File: config.mk
export PLATFORM = sky130hd
export DESIGN_NAME = m_tlb_fa
export DESIGN_NICKNAME = d
export VERILOG_FILES = /design/src/rtl/m_tlb_fa.sv
export SDC_FILE = /design/constraint.sdc
export NUM_CORES = 1
export LEC_CHECK = 0
export ABC_CLOCK_PERIOD_IN_PS = 8130
export CAP_MARGIN = 20
export CORE_UTILIZATION = 45
export DETAILED_ROUTE_END_ITERATION = 12
export PLACE_DENSITY = 0.66
export SYNTH_ARGS = -nofsm -noshare
export SYNTH_HDL_FRONTEND = slang
export SYNTH_SLANG_ARGS = --single-unit
File: constraint.sdc
create_clock -name CLK -period 8.13 [get_ports CLK]
set_input_delay 1.2195 -clock CLK [delete_from_list [all_inputs] [get_ports CLK]]
set_output_delay 1.2195 -clock CLK [all_outputs]
set_load 0.02 [all_outputs]
File: src/rtl/m_tlb_fa.sv
// Fully-associative TLB with ASID tags, 4 MiB superpages, sfence.vma-style selective flush,
// not-recently-used replacement and saturating hit/miss counters; lookups answer one cycle later.
module m_tlb_fa #(
  parameter int VPN_W   = 20,
  parameter int PPN_W   = 22,
  parameter int ENTRIES = 8,
  parameter int ASID_W  = 9
) (
  input  logic              CLK,
  input  logic              RST_X,
  input  logic              w_lk_req,
  input  logic [VPN_W-1:0]  w_lk_vpn,
  input  logic [ASID_W-1:0] w_lk_asid,
  output logic              r_lk_valid,
  output logic              r_lk_hit,
  output logic [PPN_W-1:0]  r_lk_ppn,
  output logic [7:0]        r_lk_flags,
  input  logic              w_fill_we,
  input  logic [VPN_W-1:0]  w_fill_vpn,
  input  logic [ASID_W-1:0] w_fill_asid,
  input  logic [PPN_W-1:0]  w_fill_ppn,
  input  logic [7:0]        w_fill_flags,
  input  logic              w_fill_super,
  input  logic              w_flush,
  input  logic [1:0]        w_flush_mode,
  input  logic [VPN_W-1:0]  w_flush_vpn,
  input  logic [ASID_W-1:0] w_flush_asid,
  input  logic              w_cnt_clr,
  output logic [31:0]       r_hit_cnt,
  output logic [31:0]       r_miss_cnt
);
  localparam int IDX_W = $clog2(ENTRIES);

  logic [VPN_W-1:0]   r_vpn   [ENTRIES];
  logic [ASID_W-1:0]  r_asid  [ENTRIES];
  logic [PPN_W-1:0]   r_ppn   [ENTRIES];
  logic [7:0]         r_flags [ENTRIES];
  logic [ENTRIES-1:0] r_valid, r_ref, r_super;

  logic [ENTRIES-1:0] w_lk_match, w_fill_match, w_flush_clr;
  logic [ENTRIES-1:0] w_ref_hit, w_ref_post, w_valid_post, w_fill_oh;
  logic [ENTRIES-1:0] w_valid_nxt, w_ref_nxt;
  logic [PPN_W-1:0]   w_sel_ppn, w_lk_ppn;
  logic [7:0]         w_sel_flags;
  logic               w_sel_super, w_lk_hit, w_found;
  logic [IDX_W-1:0]   w_fill_idx;

  // Superpage tags keep the full VPN; only the level-1 bits take part in the compare.
  function automatic logic f_vpn_eq(input logic i_sup, input logic [VPN_W-1:0] i_tag,
                                    input logic [VPN_W-1:0] i_vpn);
    if (i_sup) return i_tag[VPN_W-1:10] == i_vpn[VPN_W-1:10];
    return i_tag == i_vpn;
  endfunction

  always_comb begin
    w_lk_match  = '0;
    w_flush_clr = '0;
    w_sel_ppn   = '0;
    w_sel_flags = '0;
    w_sel_super = 1'b0;
    for (int e = 0; e < ENTRIES; e++) begin
      w_lk_match[e] = r_valid[e] && (r_asid[e] == w_lk_asid || r_flags[e][5]) &&
                      f_vpn_eq(r_super[e], r_vpn[e], w_lk_vpn);
      if (w_lk_match[e]) begin
        w_sel_ppn   = w_sel_ppn | r_ppn[e];
        w_sel_flags = w_sel_flags | r_flags[e];
        w_sel_super = w_sel_super | r_super[e];
      end
      case (w_flush_mode)
        2'd0:    w_flush_clr[e] = 1'b1;
        2'd1:    w_flush_clr[e] = (r_asid[e] == w_flush_asid) && !r_flags[e][5];
        2'd2:    w_flush_clr[e] = f_vpn_eq(r_super[e], r_vpn[e], w_flush_vpn);
        default: w_flush_clr[e] = f_vpn_eq(r_super[e], r_vpn[e], w_flush_vpn) &&
                                  (r_asid[e] == w_flush_asid) && !r_flags[e][5];
      endcase
      w_flush_clr[e] = w_flush_clr[e] & w_flush;
    end
    w_lk_hit = |w_lk_match;
    w_lk_ppn = w_sel_super ? {w_sel_ppn[PPN_W-1:10], w_lk_vpn[9:0]} : w_sel_ppn;

    // NRU: once every valid entry is referenced, only the entry just hit keeps its ref bit.
    w_ref_hit = r_ref;
    if (w_lk_req && w_lk_hit) begin
      w_ref_hit = r_ref | w_lk_match;
      if ((r_valid & ~w_ref_hit) == '0) w_ref_hit = w_lk_match;
    end
    w_valid_post = r_valid & ~w_flush_clr;
    w_ref_post   = w_ref_hit & ~w_flush_clr;

    w_fill_match = '0;
    for (int e = 0; e < ENTRIES; e++) begin
      w_fill_match[e] = w_valid_post[e] && (r_asid[e] == w_fill_asid || r_flags[e][5]) &&
                        f_vpn_eq(r_super[e], r_vpn[e], w_fill_vpn);
    end

    // Victim priority: existing match, lowest invalid, lowest unreferenced, entry 0.
    w_fill_idx = '0;
    w_found    = 1'b0;
    for (int e = ENTRIES - 1; e >= 0; e--) begin
      if (w_fill_match[e]) begin
        w_fill_idx = IDX_W'(e);
        w_found    = 1'b1;
      end
    end
    if (!w_found) begin
      for (int e = ENTRIES - 1; e >= 0; e--) begin
        if (!w_valid_post[e]) begin
          w_fill_idx = IDX_W'(e);
          w_found    = 1'b1;
        end
      end
    end
    if (!w_found) begin
      for (int e = ENTRIES - 1; e >= 0; e--) begin
        if (!w_ref_post[e]) w_fill_idx = IDX_W'(e);
      end
    end

    w_fill_oh = '0;
    if (w_fill_we) w_fill_oh[w_fill_idx] = 1'b1;
    w_valid_nxt = w_valid_post | w_fill_oh;
    w_ref_nxt   = w_ref_post | w_fill_oh;
  end

  always_ff @(posedge CLK or negedge RST_X) begin
    if (!RST_X) begin
      r_valid    <= '0;
      r_ref      <= '0;
      r_lk_valid <= 1'b0;
      r_lk_hit   <= 1'b0;
      r_lk_ppn   <= '0;
      r_lk_flags <= '0;
      r_hit_cnt  <= '0;
      r_miss_cnt <= '0;
    end else begin
      if (w_lk_req) assert ($onehot0(w_lk_match));
      r_valid    <= w_valid_nxt;
      r_ref      <= w_ref_nxt;
      r_lk_valid <= w_lk_req;
      if (w_lk_req) begin
        r_lk_hit   <= w_lk_hit;
        r_lk_ppn   <= w_lk_ppn;
        r_lk_flags <= w_sel_flags;
      end
      // Counters update on the same edge that raises r_lk_valid; clear wins.
      if (w_cnt_clr) begin
        r_hit_cnt  <= '0;
        r_miss_cnt <= '0;
      end else if (w_lk_req) begin
        if (w_lk_hit && r_hit_cnt != 32'hFFFF_FFFF) r_hit_cnt <= r_hit_cnt + 32'd1;
        if (!w_lk_hit && r_miss_cnt != 32'hFFFF_FFFF) r_miss_cnt <= r_miss_cnt + 32'd1;
      end
    end
  end

  // Entry payload needs no reset: it is only observed through valid bits.
  always_ff @(posedge CLK) begin
    if (w_fill_we) begin
      r_vpn[w_fill_idx]   <= w_fill_vpn;
      r_asid[w_fill_idx]  <= w_fill_asid;
      r_ppn[w_fill_idx]   <= w_fill_ppn;
      r_flags[w_fill_idx] <= w_fill_flags;
      r_super[w_fill_idx] <= w_fill_super;
    end
  end
endmodule

* Word-level counts from Yosys, hierarchy flattened
Memory sizes are Yosys's and may differ from the RTL's.
Index checks and enable logic that the tools add are counted.
** Word-level totals
- Register bits :: 120
- Memory bits (writable) :: 472
- Bits of input ports :: 126
- Output and inout bits :: 96
- Logic and storage cells :: 402
- Memories :: 4
** Memory list
- r_ppn :: words 8, width 22, rd ports 8, clocked after memory_dff 0, write ports 1, RTL line 36 : logic [PPN_W-1:0] r_ppn [ENTRIES];
- r_vpn :: words 8, width 20, rd ports 8, clocked after memory_dff 0, write ports 1, RTL line 34 : logic [VPN_W-1:0] r_vpn [ENTRIES];
- r_asid :: words 8, width 9, rd ports 8, clocked after memory_dff 0, write ports 1, RTL line 35 : logic [ASID_W-1:0] r_asid [ENTRIES];
- r_flags :: words 8, width 8, rd ports 8, clocked after memory_dff 0, write ports 1, RTL line 37 : logic [7:0] r_flags [ENTRIES];
** Operators by class
- Add/subtract/negate cells :: 2
- $lt $le $gt $ge :: 2
- Equality and inequality tests :: 76
- Mux-type cells :: 178
- Bitwise operators :: 37
- Reduce and logical (&&, ||, !) cells :: 94
** Operators with widths (number)
- $eq 20x20->1 :: 24
- $eq 10x10->1 :: 24
- $eq 9x9->1 :: 24
- $mux 32 :: 6
- $mux 22 :: 8
- $or 22x22->22 :: 7
- $mux 1 :: 116
- $mux 8 :: 11
- $or 8x8->8 :: 10
- $mux 3 :: 26
- $add 32x1->32 const B :: 2
- $ne 32x32->1 const B :: 2
- $logic_and 1x1->1 :: 60
- $and 8x8->8 :: 3
- $pmux 1 s3 :: 8
- $logic_or 1x1->1 :: 16
- $not 8->8 :: 2
- $mux 10 :: 1
- $logic_not 1->1 :: 9
- $and 1x1->1 :: 8
- $bwmux 8 :: 1
- $logic_not 8->1 :: 1
- $reduce_or 8->1 :: 1
- $or 1x1->1 :: 7
- 9 further kinds :: 12

* Longest topological paths before layout
- Depth in word-level cells :: 45
- Gate-level depth with buffers :: 15
- Mapped depth without buffers :: 11

* Worst setup path before layout
Ideal clock, no wire load.
- Path type :: input-to-reg
- Start :: input port w_lk_vpn[8]
- End :: memory r_asid[4][0], enable pin
- Setup time :: 552 ps
- Arrival time :: 8030 ps
- Data required time :: 7578 ps
- Path slack :: -452 ps
- Cell stages on the path :: 15
- Path buffers :: 4
- Cells stage by stage :: buf_4 xor2_1 nor4_1 a41o_1 and3_1 clkbuf_2 or4_4 o21ai_2 buf_6 a311oi_1 o31a_1 a211o_1 or2_4 buf_6 nor3_1
** Between the ends
- Cells in the longest elaborated chain, start to end :: 19
- Elaborated cells on any way between the ends :: 42
- Those cells by class :: eq/ne: 8; mux: 19; bitwise: 4; reduce/logical: 11
** Ends and longest elaborated chain
- start: declaration :: RTL line 12 : input logic [VPN_W-1:0] w_lk_vpn,
- $eq 20x20->1 :: RTL line 52 : return i_tag == i_vpn;
- $mux 1 :: RTL line 52
- $logic_and 1x1->1 :: RTL line 62 : w_lk_match[e] = r_valid[e] && (r_asid[e] == w_lk_asid || r_flags[e][5]) &&
- $or 8x8->8 :: RTL line 84 : w_ref_hit = r_ref | w_lk_match;
- $not 8->8 :: RTL line 85 : if ((r_valid & ~w_ref_hit) == '0) w_ref_hit = w_lk_match;
- $and 8x8->8 :: RTL line 85
- $logic_not 8->1 :: RTL line 85
- $mux 8 :: RTL line 85
- $mux 8 * :: RTL line 83 : if (w_lk_req && w_lk_hit) begin
- $and 8x8->8 * :: RTL line 88 : w_ref_post = w_ref_hit & ~w_flush_clr;
- $mux 3 (7 in series) :: RTL line 115 : if (!w_ref_post[e]) w_fill_idx = IDX_W'(e);
- $mux 3 * :: RTL line 115
- $mux 3 * :: RTL line 113 : if (!w_found) begin
- end: declaration :: RTL line 35
Every way passes the cells marked *; elsewhere a longest branch is shown, timed or not.

* Worst setup path after layout
- Start :: input port w_lk_vpn[1]
- End :: memory r_vpn[4][3], enable pin
** Between the ends
- Cells in the longest elaborated chain, start to end :: 19
- Elaborated cells on any way between the ends :: 42
- Those cells by class :: eq/ne: 8; mux: 19; bitwise: 4; reduce/logical: 11
** Ends and longest elaborated chain (RTL line)
- $eq 20x20->1 :: 52
- $mux 1 :: 52
- $logic_and 1x1->1 :: 62
- $or 8x8->8 :: 84
- $not 8->8 :: 85
- $and 8x8->8 :: 85
- $logic_not 8->1 :: 85
- $mux 8 :: 85
- $mux 8 * :: 83
- $and 8x8->8 * :: 88
- $mux 3 (7 in series) :: 115
- $mux 3 * :: 115
- $mux 3 * :: 113
- end: declaration :: 34
Marked as above.

==> run metrics <==
Final Hold Vio Count 0; H-tree depth 3; Slew HR 0.251; Total Die Area 0.0678 mm²; Placer Congestion 0.996; Synth Area in Simple Gates 0.0952; Hold WC Path Type reg -> reg; share of layout cells above drive strength 1 0.0778; Core ar. 0.0659 mm²; CTS Hold Buffers Added 0; Mean Syn Cell Area 12.7 µm²; clk_lat worst skew 0.62 ns; Num Clock Sinks 592; Post-synth EDFFs 480; reg-to-reg critical path startpoint r_asid[7][1]; RSZ-0062 raised after global routing false; GRT Util Overall 0.288; critical setup path kind in -> reg; post-synthesis compound-gate area fraction 0.0894; hold path depth 2; # Max-Cap Violations 0; Iteration-0 DRC Markers 2399; largest family of logic cells by synthesized area XOR/XNOR gates; CP startpoint w_lk_vpn[1]; first-pass GRT wire length 144000 µm; WL final 98200 µm; routed vias/inst 6.09; Critical Path RT 8.40 ns; DR pass1 iterations 9; # rows 94; post-route ant nets 0; HP Start r_lk_ppn[6]; Peak Freq 151 MHz; Slew @ Worst Pin 1.11 ns; nets 2724; IO Port Bufs 221; total power 8.67 mW; initial antenna violation count 9; largest net degree at the start of global routing 70; Yosys reg bits 592; final period utilization 0.812; Synth Area in XOR/XNOR 0.217; setup_tns 0 ns; vias in the first global route 21000; endpoints failing setup 0; root buffer cell clkbuf_16; Vias 21400; WL per Instance 27.9 µm; Yosys warning count 0; Mapped Area 0.0300 mm²; Num CTS Buffers 67; Synth Flop Type edfxtp_1; async set-reset flop share out of synthesis 0.189; Starting Density 0.456; clock buffer depth 3; Residual DRC 0; Layout Utilization 0.542; Setup crit end kind flip-flop; max-slew violation count 0; mux cell area share after synthesis 0.000333; crit-path max FO 50; clock transition at the registers of the reported paths 0.06 ns; Critical Path Start Type input port; static leakage 12.1 nW; Post-Synthesis Cells 2373; worst endpoint data arrival time 6.88 ns; Post-Syn Nets 2501; Die Y 260 µm; maximum vdd drop 0.000207 V; clk_skew 0.0228 ns; remaining global-route overflow 0; Synth Area in Adders 0.000833; top-level I/O count 222; Die Wd 260 µm; Post-CTS Setup Inserts 0; sequential area share after synthesis 0.573; PwrDens 243 mW/mm²; Resized Gates After CTS 0; CTS tree done; status finished, final reports clean; WHS 0.494 ns; hpwl dp 66700 µm; R2R depth 12; area added between synthesis and finish 18.8%; Synth cell types 79; fin crit period 6.60 ns
worst max-delay path, cell delays in order:
cell and delay, ns:
clkdlybuf4s50_1 0.86, xor2_1 0.35, nor4_1 0.47, a41oi_1 0.45
o21ai_0 0.35, and4_1 0.24, nand4b_1 0.40, o31a_1 0.47
and3b_1 0.19, a211o_1 0.33, or2_4 0.34, nor3_2 0.75
buf_12 0.37
power by group:
part | switching (mW) | internal (mW)
Sequential | 0.292 | 3.72
Clock | 1.30 | 1.88
Combinational | 0.948 | 0.532
layout make-up:
cell class                      instances  area (µm²)
Inverter                               15        56.3
Antenna cell                            5        12.5
Tap cell                              864        1080
Clock buffer                           80        1750
Sequential cell                       592       17200
Fill cell                            5515       30200
Timing Repair Buffer                  294        2830
Clock inverter                         40         533
Multi-Input combinational cell       1626       12200
layer usage:
layer	track usage	routed length (µm)	up-vias
li1	-	-	9284
met2	0.465	46600	1084
met4	0.0960	2980	8
met5	0	57	-
met3	0.0463	7640	210
met1	0.397	40900	10800
synthesized netlist by cell type, types with 38 or more instances:
library cell  instances  area (µm²)
xor2_1              498        4360
edfxtp_1            480       14400
xnor2_1             246        2150
nor4_1              114         713
dfrtp_1             112        2800
nor2_1              103         387
clkbuf_1             70         263
nand4_1              70         438
nand2_1              67         251
a22oi_1              62         465
o21ai_0              54         270
a41oi_1              44         385
buf_2                43         215
nor3_1               39         195
nand3_1              38         190
kinds of logic after synthesis:
family,Yosys count
xor+xnor,744
flops,592
simple gates,524
compound gates,355
buf+inv,155
fa+ha+maj,2
mux,1
stage by stage:
step | cells | worst slack [ns] | cell area (µm²)
floorplan | 2373 | -0.452 | 30100
CTS | 3510 | 1.61 | 35700
finish | 3516 | 1.53 | 35700
global placement | 3390 | 1.08 | 33400
global route | 3515 | 1.31 | 35700
detailed placement | 3390 | 1.00 | 33400
registers in the layout, indices dropped and copies added, names as in the netlist:
signal and count:
r_lk_hit 1, r_flags 64, r_valid 8, r_hit_cnt 32, r_asid 72, r_lk_flags 8
r_super 8, r_lk_valid 1, r_lk_ppn 22, r_vpn 160, r_ppn 176, r_ref 8
r_miss_cnt 32
worst paths after layout:
check / end / slack (ns)
worst max register to register: r_vpn[4][3] / 2.60
max in group asynchronous: r_miss_cnt[1] / 6.07
worst max-delay path: r_vpn[4][3] / 1.53
worst min-delay path: r_lk_ppn[6] / 0.49
min in group asynchronous: r_lk_flags[0] / 0.66
worst min register to register: r_lk_ppn[6] / 0.49
layout by cell type (no fill, tap or decap), drive strengths merged, types with 6 or more instances in the layout:
master         synthesis  final
xor2                 498    498
edfxtp               480    480
xnor2                246    246
clkdlybuf4s50          0    218
nor4                 116    116
dfrtp                112    112
nor2                 104    104
clkbuf                71     80
buf                   69     76
nand4                 70     70
nand2                 67     67
a22oi                 62     62
o21ai                 56     56
a41oi                 44     44
nor3                  41     41
nand3                 38     38
a21boi                33     33
a222oi                29     29
or3                   21     21
o31ai                 21     21
inv                   14     21
clkinv                 1     21
a31oi                 20     20
a21oi                 19     19
a311oi                14     14
and3                  12     12
bufinv                 0     10
or4                   10     10
nand2b                 8      8
and2                   8      8
and4                   6      6
(Power assumes the default switching activity.)
